### config.mk
export PLATFORM = sky130hd
export DESIGN_NAME = storage_access_controller_flat
export DESIGN_NICKNAME = d
export VERILOG_FILES = /design/src/rtl/storage_access_controller_pkg.sv /design/src/rtl/storage_access_controller_if.sv /design/src/rtl/storage_access_controller_wait_state_counter.sv /design/src/rtl/storage_access_controller.sv /design/src/flat_wrapper.sv
export SDC_FILE = /design/constraint.sdc
export NUM_CORES = 1
export LEC_CHECK = 0
export ABC_AREA = 1
export BUFFER_PORTS_ARGS = -buffer_cell sky130_fd_sc_hd__buf_2
export CORE_AREA = 2 2 107 109
export DETAILED_ROUTE_END_ITERATION = 6
export DIE_AREA = 0 0 109 111
export GPL_ROUTABILITY_DRIVEN = 0
export PLACE_DENSITY = 0.82
export SYNTH_ARGS = -nofsm -noshare
export SYNTH_HDL_FRONTEND = slang
export SYNTH_HIERARCHICAL = 1
export SYNTH_SLANG_ARGS = --single-unit
### constraint.sdc
create_clock -name clock -period 1.7 [get_ports clock]
set_input_delay 0.34 -clock clock [delete_from_list [all_inputs] [get_ports clock]]
set_output_delay 0.34 -clock clock [all_outputs]
set_load 0.005 [all_outputs]
### src/rtl/storage_access_controller_pkg.sv
// rtl/storage_access_controller_pkg.sv - shared states and address map constants for the storage access sequencer
package storage_access_pkg;

   typedef enum logic [1:0] {
      IDLE = 2'd0,
      MEM  = 2'd1,
      WAIT = 2'd2,
      DONE = 2'd3
   } state_t;

   localparam int DEF_INPUT_WIDTH           = 32;
   localparam int DEF_MEMORY_ADDRESS_WIDTH  = 13;
   localparam int DEF_STORAGE_ADDRESS_WIDTH = 15;

   // Main memory sits at the bottom of the map; storage follows directly after it.
   localparam logic [31:0] STORAGE_START = 32'd1 << DEF_MEMORY_ADDRESS_WIDTH;
   localparam logic [31:0] MEMORY_END    = STORAGE_START - 32'd1;
   localparam logic [31:0] STORAGE_LIMIT = STORAGE_START + (32'd1 << DEF_STORAGE_ADDRESS_WIDTH);

   function automatic logic [63:0] storage_limit(input int mem_aw, input int sto_aw);
      return (64'd1 << mem_aw) + (64'd1 << sto_aw);
   endfunction

endpackage

### src/rtl/storage_access_controller_if.sv
// rtl/storage_access_controller_if.sv - CPU request, main memory and storage bank signal bundle
interface storage_access_controller_if #(
   parameter int INPUT_WIDTH           = 32,
   parameter int MEMORY_ADDRESS_WIDTH  = 13,
   parameter int STORAGE_ADDRESS_WIDTH = 15
) ();

   logic                             req_valid;
   logic                             req_write;
   logic [INPUT_WIDTH-1:0]           req_address;
   logic [INPUT_WIDTH-1:0]           req_wdata;
   logic                             is_storage;
   logic [STORAGE_ADDRESS_WIDTH-1:0] storage_address;
   logic                             stall;
   logic                             ack;
   logic [INPUT_WIDTH-1:0]           rdata;
   logic                             access_fault;

   logic [MEMORY_ADDRESS_WIDTH-1:0]  memory_address;
   logic                             memory_we;
   logic [INPUT_WIDTH-1:0]           memory_wdata;
   logic [INPUT_WIDTH-1:0]           memory_rdata;

   logic [STORAGE_ADDRESS_WIDTH-1:0] storage_addr;
   logic                             storage_en;
   logic                             storage_we;
   logic [INPUT_WIDTH-1:0]           storage_wdata;
   logic [INPUT_WIDTH-1:0]           storage_rdata;

   // master: CPU, decoder and memories; slave: the sequencer itself
   modport master (
      output req_valid, req_write, req_address, req_wdata, is_storage, storage_address,
      output memory_rdata, storage_rdata,
      input  stall, ack, rdata, access_fault,
      input  memory_address, memory_we, memory_wdata,
      input  storage_addr, storage_en, storage_we, storage_wdata
   );

   modport slave (
      input  req_valid, req_write, req_address, req_wdata, is_storage, storage_address,
      input  memory_rdata, storage_rdata,
      output stall, ack, rdata, access_fault,
      output memory_address, memory_we, memory_wdata,
      output storage_addr, storage_en, storage_we, storage_wdata
   );

endinterface

### src/rtl/storage_access_controller_wait_state_counter.sv
// rtl/storage_access_controller_wait_state_counter.sv - loadable down-counter that flags the last storage wait state
module wait_state_counter #(
   parameter int WAIT_STATES = 3
) (
   input  logic clock,
   input  logic reset_n,
   input  logic load,
   input  logic dec,
   output logic terminal
);

   localparam int CW = $clog2(WAIT_STATES + 1);

   logic [CW-1:0] count;

   // Saturates at 1 so a lingering decrement can never wrap into a long wait.
   always_ff @(posedge clock or negedge reset_n) begin
      if (!reset_n) begin
         count <= '0;
      end else if (load) begin
         count <= CW'(WAIT_STATES);
      end else if (dec && (count > CW'(1))) begin
         count <= count - CW'(1);
      end
   end

   assign terminal = (count == CW'(1));

endmodule

### src/rtl/storage_access_controller.sv
// rtl/storage_access_controller.sv - sequences CPU accesses to main memory or the wait-stated storage bank
// Optional build macro: STORAGE_WRITE_PROTECT_EN turns storage stores into faults.
module storage_access_controller
   import storage_access_pkg::*;
#(
   parameter int INPUT_WIDTH           = 32,
   parameter int MEMORY_ADDRESS_WIDTH  = 13,
   parameter int STORAGE_ADDRESS_WIDTH = 15,
   parameter int STORAGE_WAIT_STATES   = 3
) (
   input  logic                       clock,
   input  logic                       reset_n,
   storage_access_controller_if.slave bus
);

   localparam logic [INPUT_WIDTH-1:0] LIMIT =
      INPUT_WIDTH'(storage_limit(MEMORY_ADDRESS_WIDTH, STORAGE_ADDRESS_WIDTH));

`ifdef STORAGE_WRITE_PROTECT_EN
   localparam bit WRITE_PROTECT = 1'b1;
`else
   localparam bit WRITE_PROTECT = 1'b0;
`endif

   state_t state, state_next;

   logic                             in_range;
   logic                             req_fault;
   logic                             req_storage;
   logic                             req_memory;
   logic                             accepting;
   logic                             cnt_load;
   logic                             cnt_dec;
   logic                             cnt_term;

   logic [STORAGE_ADDRESS_WIDTH-1:0] addr_q;
   logic [INPUT_WIDTH-1:0]           wdata_q;
   logic                             write_q;
   logic [INPUT_WIDTH-1:0]           rdata_q;
   logic                             fault_q;

   // Range check wins over the decoder flag: nothing beyond storage may strobe a port.
   assign in_range    = (bus.req_address < LIMIT);
   assign req_fault   = !in_range || (WRITE_PROTECT && bus.is_storage && bus.req_write);
   assign req_storage = !req_fault && bus.is_storage;
   assign req_memory  = !req_fault && !bus.is_storage;
   assign accepting   = bus.req_valid && (state != WAIT);

   wait_state_counter #(
      .WAIT_STATES (STORAGE_WAIT_STATES)
   ) u_wait_state_counter (
      .clock    (clock),
      .reset_n  (reset_n),
      .load     (cnt_load),
      .dec      (cnt_dec),
      .terminal (cnt_term)
   );

   always_ff @(posedge clock or negedge reset_n) begin
      if (!reset_n) begin
         state <= IDLE;
      end else begin
         state <= state_next;
      end
   end

   always_comb begin
      state_next = state;
      cnt_load   = 1'b0;
      cnt_dec    = 1'b0;
      case (state)
         WAIT: begin
            cnt_dec = 1'b1;
            if (cnt_term) begin
               state_next = DONE;
            end
         end
         default: begin
            if (!bus.req_valid) begin
               state_next = IDLE;
            end else if (req_fault) begin
               state_next = DONE;
            end else if (req_memory) begin
               state_next = MEM;
            end else begin
               state_next = WAIT;
               cnt_load   = 1'b1;
            end
         end
      endcase
   end

   always_ff @(posedge clock or negedge reset_n) begin
      if (!reset_n) begin
         addr_q  <= '0;
         wdata_q <= '0;
         write_q <= 1'b0;
         rdata_q <= '0;
         fault_q <= 1'b0;
      end else begin
         if (accepting && req_storage) begin
            addr_q  <= bus.storage_address;
            wdata_q <= bus.req_wdata;
            write_q <= bus.req_write;
         end
         if (accepting) begin
            fault_q <= req_fault;
         end
         if ((state == WAIT) && cnt_term) begin
            rdata_q <= bus.storage_rdata;
         end
      end
   end

   // Main memory is driven straight from the request so the read lands one cycle later.
   assign bus.memory_address = bus.req_address[MEMORY_ADDRESS_WIDTH-1:0];
   assign bus.memory_wdata   = bus.req_wdata;
   assign bus.memory_we      = accepting && req_memory && bus.req_write;

   assign bus.storage_addr   = addr_q;
   assign bus.storage_wdata  = wdata_q;
   assign bus.storage_en     = (state == WAIT);
   assign bus.storage_we     = (state == WAIT) && write_q;

   assign bus.stall          = (state == WAIT) || (accepting && req_storage);
   assign bus.ack            = (state == MEM) || (state == DONE);
   assign bus.access_fault   = (state == DONE) && fault_q;
   assign bus.rdata          = (state == MEM) ? bus.memory_rdata : rdata_q;

endmodule

### src/flat_wrapper.sv
// flat-port wrapper written by rule: the top's interface ports become plain ports
module storage_access_controller_flat import storage_access_pkg::*;
#(
   parameter int INPUT_WIDTH           = 32,
   parameter int MEMORY_ADDRESS_WIDTH  = 13,
   parameter int STORAGE_ADDRESS_WIDTH = 15,
   parameter int STORAGE_WAIT_STATES   = 3
)
  (clock, reset_n, bus_req_valid, bus_req_write, bus_req_address, bus_req_wdata, bus_is_storage, bus_storage_address, bus_memory_rdata, bus_storage_rdata, bus_stall, bus_ack, bus_rdata, bus_access_fault, bus_memory_address, bus_memory_we, bus_memory_wdata, bus_storage_addr, bus_storage_en, bus_storage_we, bus_storage_wdata);
  storage_access_controller_if #(.INPUT_WIDTH(INPUT_WIDTH), .MEMORY_ADDRESS_WIDTH(MEMORY_ADDRESS_WIDTH), .STORAGE_ADDRESS_WIDTH(STORAGE_ADDRESS_WIDTH)) bus_i ();
  input  logic clock;
  input  logic reset_n;
  input wire logic [$bits(bus_i.req_valid)-1:0] bus_req_valid;
  input wire logic [$bits(bus_i.req_write)-1:0] bus_req_write;
  input wire logic [$bits(bus_i.req_address)-1:0] bus_req_address;
  input wire logic [$bits(bus_i.req_wdata)-1:0] bus_req_wdata;
  input wire logic [$bits(bus_i.is_storage)-1:0] bus_is_storage;
  input wire logic [$bits(bus_i.storage_address)-1:0] bus_storage_address;
  input wire logic [$bits(bus_i.memory_rdata)-1:0] bus_memory_rdata;
  input wire logic [$bits(bus_i.storage_rdata)-1:0] bus_storage_rdata;
  output wire logic [$bits(bus_i.stall)-1:0] bus_stall;
  output wire logic [$bits(bus_i.ack)-1:0] bus_ack;
  output wire logic [$bits(bus_i.rdata)-1:0] bus_rdata;
  output wire logic [$bits(bus_i.access_fault)-1:0] bus_access_fault;
  output wire logic [$bits(bus_i.memory_address)-1:0] bus_memory_address;
  output wire logic [$bits(bus_i.memory_we)-1:0] bus_memory_we;
  output wire logic [$bits(bus_i.memory_wdata)-1:0] bus_memory_wdata;
  output wire logic [$bits(bus_i.storage_addr)-1:0] bus_storage_addr;
  output wire logic [$bits(bus_i.storage_en)-1:0] bus_storage_en;
  output wire logic [$bits(bus_i.storage_we)-1:0] bus_storage_we;
  output wire logic [$bits(bus_i.storage_wdata)-1:0] bus_storage_wdata;
  assign bus_i.req_valid = bus_req_valid;
  assign bus_i.req_write = bus_req_write;
  assign bus_i.req_address = bus_req_address;
  assign bus_i.req_wdata = bus_req_wdata;
  assign bus_i.is_storage = bus_is_storage;
  assign bus_i.storage_address = bus_storage_address;
  assign bus_i.memory_rdata = bus_memory_rdata;
  assign bus_i.storage_rdata = bus_storage_rdata;
  assign bus_stall = bus_i.stall;
  assign bus_ack = bus_i.ack;
  assign bus_rdata = bus_i.rdata;
  assign bus_access_fault = bus_i.access_fault;
  assign bus_memory_address = bus_i.memory_address;
  assign bus_memory_we = bus_i.memory_we;
  assign bus_memory_wdata = bus_i.memory_wdata;
  assign bus_storage_addr = bus_i.storage_addr;
  assign bus_storage_en = bus_i.storage_en;
  assign bus_storage_we = bus_i.storage_we;
  assign bus_storage_wdata = bus_i.storage_wdata;
  storage_access_controller #(.INPUT_WIDTH(INPUT_WIDTH), .MEMORY_ADDRESS_WIDTH(MEMORY_ADDRESS_WIDTH), .STORAGE_ADDRESS_WIDTH(STORAGE_ADDRESS_WIDTH), .STORAGE_WAIT_STATES(STORAGE_WAIT_STATES)) u_core (.clock(clock), .reset_n(reset_n), .bus(bus_i));
endmodule
==> impl_metrics.csv <==
group,metric,value,unit
outcome,status,"complete, but fails checks",
outcome,violations,"negative setup slack",
routing,wirelength,11.5,mm
clock_network,cts_buffers,9,
placement,place_hpwl,8.37,mm
worst_setup_path,rr_endpoint,"u_core/rdata_q[15]$_DFFE_PN0P_",
clock_network,root_buffer,"clkbuf_16",
clock_network,clock_latency,0.34,ns
clock_network,cts-htree-levels,3,
synthesis,synth_compound_area_share,0.582,%
synthesis,synth.avg_cell_area,10.3,sq um
worst_setup_path,required,1.36,ns
run,maxCapViolCount,0,
global_route,overflow,0,
timing,post-route-period-util,110,%
timing,setup_viol,35,
timing,max_freq,0.534,GHz
clock_network,postCtsHoldBufs,0,
worst_setup_path,crit_start,"u_core/state[1]$_DFFE_PN0P_",
global_route,grt_max_degree,86,
power,ir_worst_vdd,0.704,mV
timing,worst_slack,-0.173,ns
clock_network,path_clk_slew,0.07,ns
synthesis,synth_fa_ha_area_share,0.291,%
floorplanning,io_pins,278,
synthesis,synth.distinct_cells,23,
placement,dpl.cell_count,753,
floorplanning,core,11100,sq um
synthesis,ys_seq_elements,85,
finish,syn_to_final_growth,34.4,%
finish,fin_cells,776,
synthesis,synthSimpleGateAreaFrac,20.0,%
worst_setup_path,critical_path_class,"flop to output port",
synthesis,netlist_area,4300,sq um
finish,seq_area,2130,sq um
routing,drc,0,
power,p_leak,3.27,nW
routing,wl_per_cell,14.8,um
routing,drt.antenna.violating_nets,0,
routing,first_pass_iters,4,
finish,layout-drive-gt1-share,57.6,%
clock_network,cts_max_path_buffers,2,
timing,slew_viol_final,0,
global_route,grt_pass1_vias,3614,
power,power.density,1280,nW/um^2
timing,post-route-min-period,1.87,ns
global_route,grt_pass1_wl,17.6,mm
worst_setup_path,timing.rr.start,"u_core/state[0]$_DFFE_PN0P_",
global_route,grtUsageTotal,18.8,%
timing,setup_tns,-4.89,ns
finish,num-nets-final,776,
worst_setup_path,critPathLaunchType,"flop",
synthesis,synth_top_family_by_area,"simple AND/OR/NAND/NOR gates",
synthesis,muxShareOfSynthArea,16.8,%
floorplanning,die_area,12100,sq um
global_route,antenna_found_initial,2,
finish,fillers,1011,
synthesis,synth-warning-count,6,
synthesis,syn_inst,419,
synthesis,synth_fp_nets,568,
routing,drtIter0Drc,201,
floorplanning,initial_core_util,38.8,%
floorplanning,die_w,109,um
floorplanning,die_h,111,um
timing,rsz0062_at_grt,"true",
worst_setup_path,regToRegSetupSlack,0.10,ns
synthesis,synth-xor-area-share,0,%
timing,tightest_slew,0.449,ns
synthesis,seq_area_frac_synth,49.5,%
timing,finClkSkew,0.0117,ns
floorplanning,rows,39,
finish,multi_input_area,1630,sq um
timing,report.final.hold_viol_count,0,
worst_setup_path,rr_worst_depth,7,
routing,vias_per_cell,4.82,
routing,num_vias,3737,
clock_network,cts.sinks,85,
worst_setup_path,endpoint,"bus_rdata[20]",
worst_setup_path,cp-end-kind,"output port",
worst_setup_path,cp.arrival,1.53,ns
worst_setup_path,cp_max_fo,16,
timing,slew_headroom,70.0,%
clock_network,cts_tree,"built",
placement,port-buffer-count,251,
min_path,holdCritPathClass,"input port to asynchronous set/reset pin",
[power by group]
group | internal, mW | total, mW | switching (mW)
Clock | 1.16 | 2.00 | 0.843
Sequential | 2.46 | 2.69 | 0.231
Combinational | 1.58 | 2.72 | 1.13
Total | 5.20 | 7.41 | 2.21
[cells in the mapped netlist (all sizes together)]
master / n / share of area, %
nand2: 110 / 9.7
dfrtp: 85 / 49
buf: 66 / 11
mux2: 64 / 17
nand4: 49 / 7.1
nor2: 15 / 2.2
inv: 11 / 0.96
clkbuf: 7 / 0.61
nand3: 4 / 0.76
o21ai: 4 / 0.47
a21oi: 1 / 0.12
and3: 1 / 0.15
ha: 1 / 0.29
nor3: 1 / 0.12
[per-layer routing]
layer / GRT usage [%] / vias to the layer above / share of wire [%]
li1: - / 1785 / -
met1: 21.6 / 1731 / 38
met2: 32.4 / 199 / 50
met5: 0 / - / 0.21
met3: 6.29 / 18 / 11
met4: 6.15 / 4 / 1.3
[registers in the layout, summed over array words and instances (netlist names)]
| register | flops |
|---|---|
| u_core/bus.storage_wdata | 32 |
| u_core/write_q | 1 |
| u_core/state | 2 |
| u_core/rdata_q | 32 |
| u_core/bus.storage_addr | 15 |
| u_core/u_wait_state_counter/count | 2 |
| u_core/fault_q | 1 |
[cell families after synthesis]
group,after synthesis
multiplexers,64
AND/OR/NAND/NOR,180
buffers and inverters,84
adder cells (fa/ha/maj),1
AO/OA/AOI/OAI,5
flip-flops,85
[repair_timing]
item                                    in CTS  in global routing
setup buffers                                1                  4
cloned                                       1                  0
endpoints found under the setup margin      35                 36
gates resized for setup                      7                  4
pin swaps                                    2                  6
[cell type report]
cell class | instances | area share, %
clock inverter | 7 | 1.41
antenna | 1 | 0.0433
sequential | 85 | 36.8
inverter | 11 | 0.758
clock buffer | 9 | 3.90
tap | 143 | 3.10
multi-input combinational | 250 | 28.2
timing repair buffer | 270 | 25.8
[per-stage QoR]
step                      power [mW]  instance area [sq um]  hold slack (ns)  utilization [%]  setup WS (ns)
after floorplan                 4.28                   4300           0.0444                -          0.213
after global placement          5.21                   5370            0.409             48.5         0.0985
after detailed placement        5.27                   5370            0.407             48.5         0.0862
after CTS                       7.41                   5730           0.0473             51.8         -0.180
after global routing            7.90                   5780           0.0543             52.2         -0.221
final                           7.41                   5780           0.0256             52.2         -0.173
[how the worst min path moves through the flow]
stage                                                           to  slack (ns)  cells past startpoint
after floorplan             u_core/bus.storage_addr[0]$_DFFE_PN0P_        0.04                      0
after global placement    u_core/bus.storage_wdata[29]$_DFFE_PN0P_        0.41                      2
after detailed placement    u_core/bus.storage_addr[2]$_DFFE_PN0P_        0.41                      2
after CTS                   u_core/bus.storage_addr[2]$_DFFE_PN0P_        0.05                      2
after global routing        u_core/bus.storage_addr[2]$_DFFE_PN0P_        0.05                      2
final                     u_core/bus.storage_wdata[29]$_DFFE_PN0P_        0.03                      2
[layout by cell type (no fill, tap or decap), drive strengths merged]
cell / instances
buf: 270
nand2: 110
dfrtp: 85
mux2: 64
nand4: 49
nor2: 15
inv: 14
clkbuf: 9
nand3: 4
o21ai: 4
clkinv: 3
diode: 1
bufinv: 1
nor3: 1
and3: 1
a21oi: 1
ha: 1
[worst max-delay path, cell delays in order (launching register included)]
cell	delay, ns
dfrtp_1	0.37
inv_2	0.07
nand2_4	0.10
buf_12	0.16
mux2_2	0.35
buf_2	0.13
Note: power is estimated with default switching activity, not from simulation.
